===== config.mk =====
export PLATFORM = sky130hd
export DESIGN_NAME = tx_packet_sched
export DESIGN_NICKNAME = d
export VERILOG_FILES = /design/src/rtl/tx_packet_sched.sv
export SDC_FILE = /design/constraint.sdc
export NUM_CORES = 1
export LEC_CHECK = 0
export BUFFER_PORTS_ARGS = -buffer_cell sky130_fd_sc_hd__buf_2
export CAP_MARGIN = 5
export CORE_MARGIN = 2
export CORE_UTILIZATION = 56
export CTS_CLUSTER_SIZE = 12
export DETAILED_ROUTE_END_ITERATION = 8
export GPL_TIMING_DRIVEN = 0
export HOLD_SLACK_MARGIN = 0.15
export PLACE_DENSITY = 0.8
export SYNTH_ARGS = -nofsm -noshare
export SYNTH_HDL_FRONTEND = slang
export SYNTH_SLANG_ARGS = --single-unit

===== constraint.sdc =====
create_clock -name clk -period 2.8 [get_ports clk]
set_input_delay 0.28 -clock clk [delete_from_list [all_inputs] [get_ports clk]]
set_output_delay 0.28 -clock clk [all_outputs]
set_load 0.03 [all_outputs]

===== src/rtl/tx_packet_sched.sv =====
// rtl/tx_packet_sched.sv - round-robin scheduler for the shared USB serial TX path
// Grants token/data/handshake sources, paces their PISO bit by bit, then frames EOP and gap.
module tx_packet_sched #(
  parameter int LEN_W   = 10,
  parameter int EOP_CYC = 2,
  parameter int GAP_CYC = 1
) (
  input  logic             clk,
  input  logic             rst_n,
  input  logic             tok_req,
  input  logic [LEN_W-1:0] tok_len,
  input  logic             dat_req,
  input  logic [LEN_W-1:0] dat_len,
  input  logic             hs_req,
  input  logic [LEN_W-1:0] hs_len,
  output logic             tok_gnt,
  output logic             dat_gnt,
  output logic             hs_gnt,
  output logic [1:0]       sel,
  output logic             shift,
  output logic             eop,
  output logic             busy,
  output logic             pkt_done
);

  typedef enum logic [2:0] {
    S_IDLE  = 3'd0,
    S_GRANT = 3'd1,
    S_SEND  = 3'd2,
    S_EOP   = 3'd3,
    S_GAP   = 3'd4
  } state_t;

  localparam int PH_W = 8;
  localparam logic [PH_W-1:0] EOP_LAST = PH_W'(EOP_CYC - 1);
  localparam logic [PH_W-1:0] GAP_LAST = PH_W'(GAP_CYC - 1);

  // Source indices: 0 token, 1 data, 2 handshake
  localparam logic [1:0] SRC_TOK = 2'd0;
  localparam logic [1:0] SRC_DAT = 2'd1;
  localparam logic [1:0] SRC_HS  = 2'd2;

  state_t            state_q, state_d;
  logic [1:0]        ptr_q;
  logic [1:0]        win_q;
  logic [1:0]        win;
  logic [1:0]        sel_q;
  logic [LEN_W-1:0]  len_q;
  logic [LEN_W-1:0]  cnt_q;
  logic [LEN_W-1:0]  grant_len;
  logic [PH_W-1:0]   ph_q;
  logic              any_req;

  function automatic logic [1:0] sel_code(input logic [1:0] src);
    case (src)
      SRC_DAT: sel_code = 2'b11;
      SRC_HS:  sel_code = 2'b10;
      default: sel_code = 2'b01;
    endcase
  endfunction

  // Round-robin: first requester found searching from the pointer onward
  always_comb begin
    any_req = tok_req | dat_req | hs_req;
    win     = SRC_TOK;
    case (ptr_q)
      SRC_DAT: win = dat_req ? SRC_DAT : (hs_req  ? SRC_HS  : SRC_TOK);
      SRC_HS:  win = hs_req  ? SRC_HS  : (tok_req ? SRC_TOK : SRC_DAT);
      default: win = tok_req ? SRC_TOK : (dat_req ? SRC_DAT : SRC_HS);
    endcase
  end

  always_comb begin
    case (win_q)
      SRC_DAT: grant_len = dat_len;
      SRC_HS:  grant_len = hs_len;
      default: grant_len = tok_len;
    endcase
  end

  always_ff @(posedge clk or negedge rst_n) begin
    if (!rst_n) begin
      state_q <= S_IDLE;
      ptr_q   <= SRC_TOK;
      win_q   <= SRC_TOK;
      sel_q   <= 2'b01;
      len_q   <= '0;
      cnt_q   <= '0;
      ph_q    <= '0;
    end else begin
      state_q <= state_d;
      ph_q    <= (state_d == state_q) ? ph_q + PH_W'(1) : '0;
      case (state_q)
        S_IDLE: begin
          if (any_req) begin
            win_q <= win;
            sel_q <= sel_code(win);
          end
        end
        S_GRANT: begin
          len_q <= grant_len;
          cnt_q <= '0;
          ptr_q <= (win_q == SRC_HS) ? SRC_TOK : win_q + 2'd1;
        end
        S_SEND: cnt_q <= cnt_q + LEN_W'(1);
        default: ;
      endcase
    end
  end

  always_comb begin
    state_d = state_q;
    case (state_q)
      S_IDLE:  if (any_req) state_d = S_GRANT;
      S_GRANT: state_d = (grant_len == '0) ? S_EOP : S_SEND;
      S_SEND:  if (cnt_q == len_q - LEN_W'(1)) state_d = S_EOP;
      S_EOP:   if (ph_q == EOP_LAST) state_d = (GAP_CYC == 0) ? S_IDLE : S_GAP;
      S_GAP:   if (ph_q == GAP_LAST) state_d = S_IDLE;
      default: state_d = S_IDLE;
    endcase
  end

  always_comb begin
    tok_gnt  = (state_q == S_GRANT) && (win_q == SRC_TOK);
    dat_gnt  = (state_q == S_GRANT) && (win_q == SRC_DAT);
    hs_gnt   = (state_q == S_GRANT) && (win_q == SRC_HS);
    sel      = sel_q;
    shift    = (state_q == S_SEND);
    eop      = (state_q == S_EOP);
    busy     = (state_q != S_IDLE);
    pkt_done = ((state_q == S_GAP) && (ph_q == GAP_LAST)) ||
               ((GAP_CYC == 0) && (state_q == S_EOP) && (ph_q == EOP_LAST));
  end

endmodule


==> results.md <==
* Status: complete, no violations
* Site Rows at 24
* Reg-to-Reg Start: win_q[0]
* Worst-path clk slew at 0.07 ns
* Initial Util at 0.5734
* Yosys warns at 0
* Synthesized net count at 322
* Worst VDD drop at 498.9 uV
* Die area at 4944 um^2
* Overflow after GRT at 0
* Crit path DAT at 2.74 ns
* Post-synth top area share at 0.3659
* Cell variety after synth at 50
* Leak Pwr at 1.363 nW
* Initial antenna violation count at 0
* Sequential-to-total area share from yosys stat at 0.3765
* Worst Hold Slack at 0.3029 ns
* Syn Inst Count at 274
* Worst-skew pair later-pin latency at 0.28 ns
* Flop2flop setup slack at 0.21 ns
* Max-slew violations at 0
* Yosys reg bits at 37
* First-pass GRT wire length at 9294 um
* TritonRoute pass-1 iters at 4
* Drt initial violations at 94
* HP Class: in -> reg
* CTS Buffer Depth at 2
* Clock root buffer: clkbuf_8
* RSZ-0062 raised after global routing: false
* Worst Skew at 0.003546 ns
* PostCTS Resize Cnt at 0
* Post-Syn Area at 2462 um^2
* Fin util at 0.6605
* Cell taking the most area after synthesis: dfrtp_1
* Drt drc at 0
* Clock tree sinks at 37
* Final HPWL from detailed placement at 4019 um
* TritonCTS clock tree: done
* Finish-stage setup viols at 0
* CP required at 2.95 ns
* Power, Total at 3.050 mW
* Crit-path max FO at 10
* Power per cell area at 1075 nW/um^2
* Most common cell in the netlist: nand2_1
* Startpoint types: register
* CP startpoint: win_q[0]
* Fin crit period at 2.594 ns
* I/O Buffers at 43
* # H-tree levels at 2
* Core area at 4294 um^2
* Drt total wl at 5338 um
* Io pins at 44
* Critical path capture point type: register
* Ant diodes at 0
* Synth area leaders: dfrtp_1 37%, ha_1 6.6%, nand2_1 6.3%
* Worst R2R End: ph_q[5]
* GP Congestion at 0.8115
* Max Freq at 0.3855 GHz
* DRT antenna net count at 0
* Final hold viol count at 0
* Post-synth EDFFs at 0
* Worst Setup EP: ph_q[5]
* Routed len/inst at 14.12 um
* Critical path class: reg -> reg
* Worst r2r path cells at 8
* Via count at 2166
* Share of layout cells above drive strength 1 at 0.1840
* Synth top cells by count: 41 x nand2_1, 36 x dfrtp_1, 25 x o21ai_0
* Vias in the first global route at 2016
* Max-Cap Viols at 0
* Fin crit share at 0.9265
* Relative slew slack at 0.4534
* Via-to-Cell Ratio at 5.730
* Top FF cell, synth: dfrtp_1
* Slew @ Worst Pin at 0.8198 ns
* Fin Setup TNS at 0 ns
* Post-layout nets at 373
* Area grow syn2layout at 15.19%
* Die Span Y at 70.31 um
* TritonCTS Buffers at 5
* Die Wd at 70.31 um
* Syn avg cell area at 8.987 um^2
* Pin count of the biggest net entering global routing at 38
* Asr flop ratio synth at 1.000
* All-Layer GR Usage at 0.2314
cell usage in the layout (no fill, tap or decap), drive strengths merged, types with 5 or more instances in the layout:
cell type  synthesis  routed
ha                13      13
nand4              5       5
nand3             10      10
dfrtp             36      36
buf                1      45
a21oi             10      10
clkbuf            13      20
o21ai             26      26
xnor2             10      10
nand2             41      41
a22o              11      11
inv               13      13
mux2i             13      13
xor2               8       8
nor2              11      11
critical path: stages (launching register included):
cell and delay (ns):
dfrtp_1 0.41, inv_1 0.10, ha_1 0.63, mux2i_1 0.37, nand4_1 0.17, o311a_1 0.41, o41ai_4 0.07, buf_4 0.21
a21oi_1 0.08
state kept, by name, summed over array words and instances, names as in the netlist:
name     flops
ph_q         8
win_q        2
cnt_q       10
len_q       10
sel          2
state_q      3
ptr_q        2
metrics by stage:
stage	worst slack, ns	std cells	cell area [um^2]
after floorplan	0.4764	274	2462
after global placement	0.1247	369	2743
after detailed placement	0.08497	369	2743
after CTS	0.05942	378	2833
after global routing	0.03747	378	2836
final	0.2057	378	2836
repair_timing:
action	in CTS	in global routing
setup buffers	0	1
hold endpoints to repair	36	0
hold buffers	1	0
setup endpoints to repair	0	8
logic make-up (layout without fill, tap and decap cells):
group / count (synthesis) / in the layout / synth area share
AND/OR/NAND/NOR: 95 / 95 / 0.1936
AO/OA/AOI/OAI: 71 / 71 / 0.2012
flip-flops: 37 / 37 / 0.3765
buffers and inverters: 27 / 79 / 0.04268
XOR/XNOR: 18 / 18 / 0.06708
adder cells (fa/ha/maj): 13 / 13 / 0.06606
multiplexers: 13 / 13 / 0.05284
routing by layer:
metal / wire [um] / global-route usage / share of wire
met4: 48 / 0.05342 / 0.0090
met1: 2434 / 0.3077 / 0.46
met5: 0 / 0 / 0
met3: 135 / 0.04473 / 0.025
met2: 2719 / 0.3899 / 0.51
report_power, final:
part,internal [mW],switching (mW),leakage (nW),total (mW)
combinational,0.728,1.06,0.839,1.79
clock,0.177,0.178,0.0395,0.355
sequential,0.712,0.196,0.485,0.907
total,1.62,1.43,1.36,3.05
layout make-up:
type	count	area, um^2
inverter	13	48.80
multi-input combinational	210	1430
tap	52	65.06
fill	375	1458
timing repair buffer	45	232.7
clock buffer	8	80.08
sequential	37	927.1
buffer	13	52.55
worst min-delay path by stage:
stage	cells after the start	endpoint	startpoint
2_1_floorplan	0	cnt_q[0]	rst_n
3_3_place_gp	1	cnt_q[2]	rst_n
3_5_place_dp	1	cnt_q[6]	rst_n
4_1_cts	3	len_q[4]	tok_len[4]
5_1_grt	3	len_q[8]	tok_len[8]
6_report	3	len_q[4]	tok_len[4]
(Power assumes the default switching activity.)
